$ cat config.mk
export PLATFORM = sky130hd
export DESIGN_NAME = ps2_numeric_entry
export DESIGN_NICKNAME = d
export VERILOG_FILES = /design/src/rtl/ps2_codes_pkg.sv /design/src/rtl/ps2_prefix_fsm.sv /design/src/rtl/ps2_numeric_entry.sv
export SDC_FILE = /design/constraint.sdc
export NUM_CORES = 1
export LEC_CHECK = 0
export ABC_AREA = 1
export BUFFER_PORTS_ARGS = -buffer_cell sky130_fd_sc_hd__buf_2
export CAP_MARGIN = 20
export CORE_UTILIZATION = 25
export CTS_CLUSTER_SIZE = 12
export DETAILED_ROUTE_END_ITERATION = 8
export SYNTH_ARGS = -nofsm -noshare
export SYNTH_HDL_FRONTEND = slang
export SYNTH_SLANG_ARGS = --single-unit
$ cat constraint.sdc
create_clock -name clk -period 2.9 [get_ports clk]
set_clock_uncertainty 0.15 [all_clocks]
set_input_delay 0 -clock clk [delete_from_list [all_inputs] [get_ports clk]]
set_output_delay 0 -clock clk [all_outputs]
set_load 0.005 [all_outputs]
$ cat src/rtl/ps2_codes_pkg.sv
// Purpose : PS/2 set-2 scan-code constants, prefix-tracker states and the
//           digit decode helper shared by the numeric-entry block.
// Ports   : none (package).
package ps2_codes_pkg;

  // Prefix and control bytes.
  localparam logic [7:0] SC_BREAK = 8'hF0;
  localparam logic [7:0] SC_EXT   = 8'hE0;
  localparam logic [7:0] SC_ENTER = 8'h5A;
  localparam logic [7:0] SC_BKSP  = 8'h66;
  localparam logic [7:0] SC_ESC   = 8'h76;

  // Main-block digit keys (not the keypad).
  localparam logic [7:0] SC_D0 = 8'h45;
  localparam logic [7:0] SC_D1 = 8'h16;
  localparam logic [7:0] SC_D2 = 8'h1E;
  localparam logic [7:0] SC_D3 = 8'h26;
  localparam logic [7:0] SC_D4 = 8'h25;
  localparam logic [7:0] SC_D5 = 8'h2E;
  localparam logic [7:0] SC_D6 = 8'h36;
  localparam logic [7:0] SC_D7 = 8'h3D;
  localparam logic [7:0] SC_D8 = 8'h3E;
  localparam logic [7:0] SC_D9 = 8'h46;

  // Where we are inside a multi-byte scan sequence.
  typedef enum logic [1:0] {
    ST_IDLE    = 2'd0,  // next byte starts a new sequence
    ST_BRK     = 2'd1,  // saw F0: next byte is a release code
    ST_EXT     = 2'd2,  // saw E0: extended key follows
    ST_EXT_BRK = 2'd3   // saw E0 F0: next byte is an extended release
  } prefix_state_t;

  // Packed so it reads as {is_digit, digit[3:0]}.
  typedef struct packed {
    logic       is_digit;
    logic [3:0] digit;
  } digit_t;

  function automatic digit_t scan_to_digit(input logic [7:0] code);
    digit_t r;
    r.is_digit = 1'b1;
    r.digit    = 4'd0;
    case (code)
      SC_D0:   r.digit = 4'd0;
      SC_D1:   r.digit = 4'd1;
      SC_D2:   r.digit = 4'd2;
      SC_D3:   r.digit = 4'd3;
      SC_D4:   r.digit = 4'd4;
      SC_D5:   r.digit = 4'd5;
      SC_D6:   r.digit = 4'd6;
      SC_D7:   r.digit = 4'd7;
      SC_D8:   r.digit = 4'd8;
      SC_D9:   r.digit = 4'd9;
      default: r.is_digit = 1'b0;
    endcase
    return r;
  endfunction

endpackage

$ cat src/rtl/ps2_prefix_fsm.sv
// Purpose : strips F0 / E0 / E0 F0 prefixes from the PS/2 byte stream and
//           flags plain (non-extended) make codes.
// Latency : combinational make_valid/make_code in the strobe cycle; prefix
//           state updates on that same edge. No backpressure: every strobe
//           is consumed.
// Ports   : clk, rst (sync, active-low); scan_code/scan_valid in;
//           make_valid/make_code out.
module ps2_prefix_fsm
  import ps2_codes_pkg::*;
(
  input  logic       clk,
  input  logic       rst,
  input  logic [7:0] scan_code,
  input  logic       scan_valid,
  output logic       make_valid,
  output logic [7:0] make_code
);

  prefix_state_t state_q;
  prefix_state_t state_d;

  always_ff @(posedge clk) begin
    if (!rst) begin
      state_q <= ST_IDLE;
    end else begin
      state_q <= state_d;
    end
  end

  always_comb begin
    state_d    = state_q;
    make_valid = 1'b0;
    make_code  = scan_code;
    if (scan_valid) begin
      case (state_q)
        ST_IDLE: begin
          if (scan_code == SC_BREAK) begin
            state_d = ST_BRK;
          end else if (scan_code == SC_EXT) begin
            state_d = ST_EXT;
          end else begin
            make_valid = 1'b1;
          end
        end
        // Release code of a plain key: nothing to do on key-up.
        ST_BRK: state_d = ST_IDLE;
        // Extended keys (arrows, keypad Enter, ...) are never interpreted.
        ST_EXT: begin
          if (scan_code == SC_BREAK) begin
            state_d = ST_EXT_BRK;
          end else begin
            state_d = ST_IDLE;
          end
        end
        ST_EXT_BRK: state_d = ST_IDLE;
        default:    state_d = ST_IDLE;
      endcase
    end
  end

endmodule

$ cat src/rtl/ps2_numeric_entry.sv
// Purpose : decimal number entry from a PS/2 keyboard with backspace, Esc,
//           Enter-to-commit, range check, plus two toggle flags.
// Latency : one cycle; every output is registered on the edge that samples
//           scan_valid. No backpressure: one byte per strobe, always accepted.
// Ports   : clk, rst (sync, active-low); scan_code/scan_valid in;
//           value/value_valid, digit_count, pres_flag, ign_flag, err out.
module ps2_numeric_entry
  import ps2_codes_pkg::*;
#(
  parameter int         NUM_DIGITS = 2,
  parameter int         VAL_W      = 7,
  parameter int         MAX_VALUE  = 99,
  parameter logic [7:0] KEY_PRES   = 8'h4D,
  parameter logic [7:0] KEY_IGN    = 8'h43
) (
  input  logic                            clk,
  input  logic                            rst,
  input  logic [7:0]                      scan_code,
  input  logic                            scan_valid,
  output logic [VAL_W-1:0]                value,
  output logic                            value_valid,
  output logic [$clog2(NUM_DIGITS+1)-1:0] digit_count,
  output logic                            pres_flag,
  output logic                            ign_flag,
  output logic                            err
);

  localparam int              CNT_W   = $clog2(NUM_DIGITS + 1);
  localparam logic [CNT_W-1:0] CNT_MAX = CNT_W'(NUM_DIGITS);
  localparam logic [CNT_W-1:0] CNT_ONE = CNT_W'(1);
  localparam logic [31:0]      MAX_U   = 32'(MAX_VALUE);

  logic       make_valid;
  logic [7:0] make_code;
  digit_t     dig;

  ps2_prefix_fsm u_prefix (
    .clk        (clk),
    .rst        (rst),
    .scan_code  (scan_code),
    .scan_valid (scan_valid),
    .make_valid (make_valid),
    .make_code  (make_code)
  );

  assign dig = scan_to_digit(make_code);

  logic [VAL_W-1:0] acc_q;
  logic [VAL_W-1:0] acc_d;
  logic [VAL_W-1:0] acc_push;
  logic [VAL_W-1:0] acc_pop;
  logic [CNT_W-1:0] count_d;
  logic [VAL_W-1:0] value_d;
  logic             value_valid_d;
  logic             err_d;
  logic             pres_d;
  logic             ign_d;

  // acc*10 + d built from shifts at four bits of headroom, then truncated.
  assign acc_push = VAL_W'(({4'b0000, acc_q} << 3) + ({4'b0000, acc_q} << 1)
                           + {{VAL_W{1'b0}}, dig.digit});
  assign acc_pop  = acc_q / VAL_W'(10);

  always_comb begin
    acc_d         = acc_q;
    count_d       = digit_count;
    value_d       = value;
    value_valid_d = 1'b0;
    err_d         = 1'b0;
    pres_d        = pres_flag;
    ign_d         = ign_flag;
    if (make_valid) begin
      if (dig.is_digit) begin
        if (digit_count < CNT_MAX) begin
          acc_d   = acc_push;
          count_d = digit_count + CNT_ONE;
        end else begin
          err_d = 1'b1;
        end
      end else if (make_code == SC_BKSP) begin
        // An empty entry simply ignores backspace.
        if (digit_count != '0) begin
          acc_d   = acc_pop;
          count_d = digit_count - CNT_ONE;
        end
      end else if (make_code == SC_ESC) begin
        acc_d   = '0;
        count_d = '0;
      end else if (make_code == SC_ENTER) begin
        if (digit_count != '0) begin
          if (32'(acc_q) <= MAX_U) begin
            value_d       = acc_q;
            value_valid_d = 1'b1;
          end else begin
            err_d = 1'b1;
          end
        end
        // The entry is consumed whether it committed, was rejected or was empty.
        acc_d   = '0;
        count_d = '0;
      end else if (make_code == KEY_PRES) begin
        pres_d = ~pres_flag;
      end else if (make_code == KEY_IGN) begin
        ign_d = ~ign_flag;
      end
    end
  end

  always_ff @(posedge clk) begin
    if (!rst) begin
      acc_q       <= '0;
      digit_count <= '0;
      value       <= '0;
      value_valid <= 1'b0;
      err         <= 1'b0;
      pres_flag   <= 1'b0;
      ign_flag    <= 1'b0;
    end else begin
      acc_q       <= acc_d;
      digit_count <= count_d;
      value       <= value_d;
      value_valid <= value_valid_d;
      err         <= err_d;
      pres_flag   <= pres_d;
      ign_flag    <= ign_d;
    end
  end

endmodule

* Word-level counts from Yosys, hierarchy flattened *
Cells that the tools add are included.

operators by class
  add/sub/neg operators = 4
  divide/modulo/power cells = 1
  $lt $le $gt $ge = 2
  equal/unequal tests = 23
  mux-type cells = 30
  bitwise operators = 10
  reductions and logical operators = 12

operator list
  operator                                                                 count
  8-bit by 7-bit equality test with 1-bit output, second input constant    7
  8-bit by 6-bit equality test with 1-bit output, second input constant    6
  7-bit two-way mux                                                        6
  4-bit case mux with 9 select lines                                       1
  2-bit two-way mux                                                        9
  8-bit by 5-bit equality test with 1-bit output, second input constant    2
  8-bit equality test, second input constant                               2
  7-bit AND reduction                                                      2
  1-bit two-way mux                                                        13
  1-bit inverter                                                           10
  10-bit OR reduction                                                      1
  7-bit by 4-bit adder with 7-bit output                                   1
  7-bit adder                                                              1
  7-bit by 4-bit divider with 7-bit output, second input constant          1
  7-bit less-or-equal comparator, second input constant                    1
  7-bit OR reduction                                                       1
  2-bit case mux with 3 select lines                                       1
  6-bit AND reduction                                                      1
  2-bit equality test, second input constant                               2
  2-bit AND reduction                                                      2
  4-bit AND reduction                                                      1
  4-bit nonzero test                                                       1
  3-bit by 1-bit inequality test with 1-bit output, second input constant  1
  3-bit by 2-bit inequality test with 1-bit output, second input constant  1
  8 further kinds                                                          8

word-level totals
  register bits = 22
  output and inout bits = 13
  word-level logic and storage cells = 90

* Depth between registers and ports, before layout *
  word-level depth = 7
  mapped depth = 18
  gate-level depth less buffers = 18

* Cells and area by module *
From an unflattened synthesis, not the netlist that was laid out.

unflattened totals
  cells, all modules = 279
  area, all modules = 1,845.5 um^2

by module, submodules not included
  module             instances  cells an instance  area an instance (um^2)  seq. area each (um^2)
  ps2_numeric_entry  1          238                1,590.3                  400.4
  ps2_prefix_fsm     1          41                 255.2                    40.0

* Least setup slack after synthesis *
OpenSTA, ideal clock, no wires.

  path type = in2reg
  start = in scan_code[7]
  end = reg acc_q[6]
  setup time = 0.069 ns
  arrival = 2.109 ns
  data required time = 2.681 ns
  path slack = 0.573 ns
  cell stages on the path = 17
  buffers on the path = 0
  cell sequence = inv_1 > nand2_2 > nor2_1 > inv_2 > nor2_2 > nor2_1 > inv_1 > fa_1 > fa_1 > nand2_1 > nand2_1 > a21oi_1 > or2_2 > nand3_1 > inv_1 > nand2_1 > a21oi_2

on the way
  word-level cells in the longest chain between the ends = 6

ends and longest elaborated chain
  item                                                                            line                      text
  from (decl)                                                                     ps2_numeric_entry.sv:18   input logic [7:0] scan_code,
  branches (longest 6 deep; another with 7-bit by 4-bit adder with 7-bit output)  --
  to (signal assigned)                                                            ps2_numeric_entry.sv:111  acc_q <= '0;
  to (signal assigned)                                                            ps2_numeric_entry.sv:119  acc_q <= acc_d;
  to (decl)                                                                       ps2_numeric_entry.sv:48   logic [VAL_W-1:0] acc_q;

Parallel ways; which one is timed is not known. The select of a mux whose other input is x is not followed.
A chain may end at the register's enable or synchronous reset.

* Worst setup path in the final report *
  start = reg acc_q[2]
  end = reg acc_q[6]

on the way
  word-level cells in the longest chain between the ends = 4

ends and longest elaborated chain
  item                                                                                line                                              text
  7-bit by 4-bit divider with 7-bit output / 7-bit adder (equally long branches)      ps2_numeric_entry.sv:62, ps2_numeric_entry.sv:60
  7-bit two-way mux / 7-bit by 4-bit adder with 7-bit output (equally long branches)  ps2_numeric_entry.sv:82, ps2_numeric_entry.sv:61
  7-bit two-way mux, on equally long branches                                         ps2_numeric_entry.sv:80, ps2_numeric_entry.sv:74
  7-bit two-way mux (*)                                                               ps2_numeric_entry.sv:73                           if (dig.is_digit) begin

Every way passes the cells marked *; elsewhere a longest branch is shown, timed or not. The select of a mux whose other input is x is not followed.

==> results.md <==
- DR iter-0 viols: 52
- Largest net degree at the start of global routing: 14
- Reg-to-Reg Start: acc_q[2]
- Minimum clock period: between 2 and 2.5 ns
- Hold Path Depth: 4
- Hold WS: 0.0144 ns
- Clock transition at path regs: 0.09 ns
- CTS Sinks: 22
- Core box area: 6490 µm²
- Worst reg2reg setup slack: 0.48 ns
- Non-Filler Instances: 363
- Post-synth EDFFs: 0
- RSZ-0062 raised after global routing: false
- LEAKAGE: 0.991 nW
- Die Span X: 84.8 µm
- Worst-Skew Late Latency: 0.26 ns
- Layout area overhead: 15.8%
- Vias per cell: 4.54
- Crit. End Element: flip-flop
- Most instantiated library cell after synthesis: nand2_1
- CTS tree: yes
- Worst Hold Class: in -> reg
- Syn Area/Cell: 6.57 µm²
- Setup violators final: 0
- DP Worst Slack: 0.273 ns
- Synth cell types: 32
- Setup bufs post-CTS: 0
- Worst EP arrival: 2.47 ns
- Layout cell share with drive strength beyond 1: 21.0%
- Initial antenna violation count: 0
- Vias in the first global route: 1,611
- Post-synth top area cell: dfxtp_1
- Gpl congestion: 0.867
- Worst-case reg-to-reg path depth: 10
- Global route total overflow: 0
- Antenna diode count: 0
- Starting Density: 26.4%
- PwrDens: about 340 nW/µm²
- FFs w/ async S/R, synth: 0%
- Tcrit/Tclk final: 83.4%
- Die height: about 85 µm
- Worst setup path category: reg -> reg
- Sequential area share after synthesis: 25.7%
- First-pass detailed-route iteration total: 4
- Slew Limit Fails: 0
- Area contributors post-synth: dfxtp_1 (26%), nand2_1 (13%), nor2_1 (8.8%)
- Max_cap viols: 0
- WL/cell: between 10 and 15 µm
- Placed cells: 357
- Worst path required time: 2.95 ns
- Peak supply drop: around 0.00026 V
- Root buf cell: clkbuf_8
- Worst Max-Slew Pin Slew: 0.500 ns
- Final #Nets: between 300 and 400
- I/O pin cnt: 24
- CTS buffer count: 3
- Post-DP HPWL: 3090 µm
- Htree depth: 1
- Routed Wire Length: 3770 µm
- RR Endpoint: acc_q[6]
- Vias: 1,647
- Final worst setup slack: 0.481 ns
- Fin util: 30.6%
- Syn_nets: 283
- Status: completed
- Hold EP: ign_flag
- Final antenna-violating net count: 0
- Syn Inst Count: around 260
- Gr usage total: between 10% and 20%
- Register bit total from synthesis: 22
- Fin. Hold Viols: 0
- Crit path launch type: flip-flop
- Port buffer count: 23
- Share of the synthesized area in the top cell type: 25.7%
- Clock Path Buffers: 2
- Rows: 29
- Fmax: 413 MHz
- Min-delay src: scan_code[0]
- Setup tns final: 0 ns
- Main synth FF type: dfxtp_1
- Max FO, Critical Path: 6
- Most frequent cells after synthesis: nand2_1 (59), nor2_1 (40), inv_1 (32)
- Mapped Area: 1710 µm²
- Total die area: 7190 µm²
- Synth warnings: 0
- Global-route wire length before repair: 6620 µm
- Remaining DRCs: 0
- Slew headroom: 66.6%
sequential cells by signal, indices dropped and copies added, names as in the netlist:
signal	count
value	7
u_prefix.state_q	2
acc_q	7
digit_count	2
pres_flag	1
value_valid	1
err	1
ign_flag	1
logic make-up after synthesis:
family / count (synthesis) / synth area share (%)
compound gates: 37 / 13.8
xor+xnor: 4 / 2.04
fa+ha+maj: 11 / 8.91
buf+inv: 41 / 9.93
flops: 22 / 25.7
simple gates: 146 / 39.6
area by class of cell:
type / count / area, µm²
inverters: 37 / 139
fillers: 692 / 4510
multi-input cells: 198 / 1100
flip-flops and latches: 22 / 440
repair buffers: 25 / 135
well taps: 77 / 96.3
clock buffers: 3 / 41.3
clock inverters: 1 / 30.0
power breakdown:
part | total, mW | leakage [nW] | switching, mW | internal [mW]
Clock | 0.291 | 0.0357 | 0.107 | 0.184
Combinational | 0.0768 | 0.778 | 0.0501 | 0.0267
Sequential | 0.309 | 0.177 | 0.00441 | 0.305
how the worst max path moves through the flow:
stage / startpoint / endpoint
global placement: scan_code[0] / acc_q[6]
floorplan: scan_code[7] / acc_q[6]
finish: acc_q[2] / acc_q[6]
CTS: acc_q[2] / acc_q[6]
global route: scan_code[7] / acc_q[6]
detailed placement: scan_code[7] / acc_q[6]
per-stage QoR:
step	cell area (µm²)	power (mW)
floorplan	1710	0.369
global placement	1890	0.390
detailed placement	1890	0.392
CTS	1990	0.686
global route	1990	0.711
finish	1990	0.677
worst max-delay path, cell delays in order (launching register included):
cell	delay [ns]
dfxtp_1	0.49
fa_1	0.51
fa_1	0.45
nand2_1	0.10
nand2_1	0.05
a21oi_1	0.16
or2_2	0.13
nand3_1	0.06
inv_1	0.06
nand2_1	0.06
a21oi_2	0.13
metal layers:
metal	routed length, µm	GRT usage, %
met5	0	0
met4	12	1.39
met3	142	2.56
met2	1770	20.8
met1	1840	13.6
repair_timing:
action	in CTS	in global routing
gates resized for setup	0	0
endpoints found under the hold margin	12	0
hold buffers	2	0
layout by cell type (no fill, tap or decap), drive strengths merged, types with 6 or more instances in the layout:
| master | instances |
|---|---|
| a211oi | 6 |
| a21oi | 14 |
| buf | 23 |
| dfxtp | 22 |
| ha | 9 |
| inv | 37 |
| nand2 | 63 |
| nand3 | 18 |
| nor2 | 52 |
| nor3 | 6 |
| o21ai | 13 |
Power figures use the tool's default switching activity.
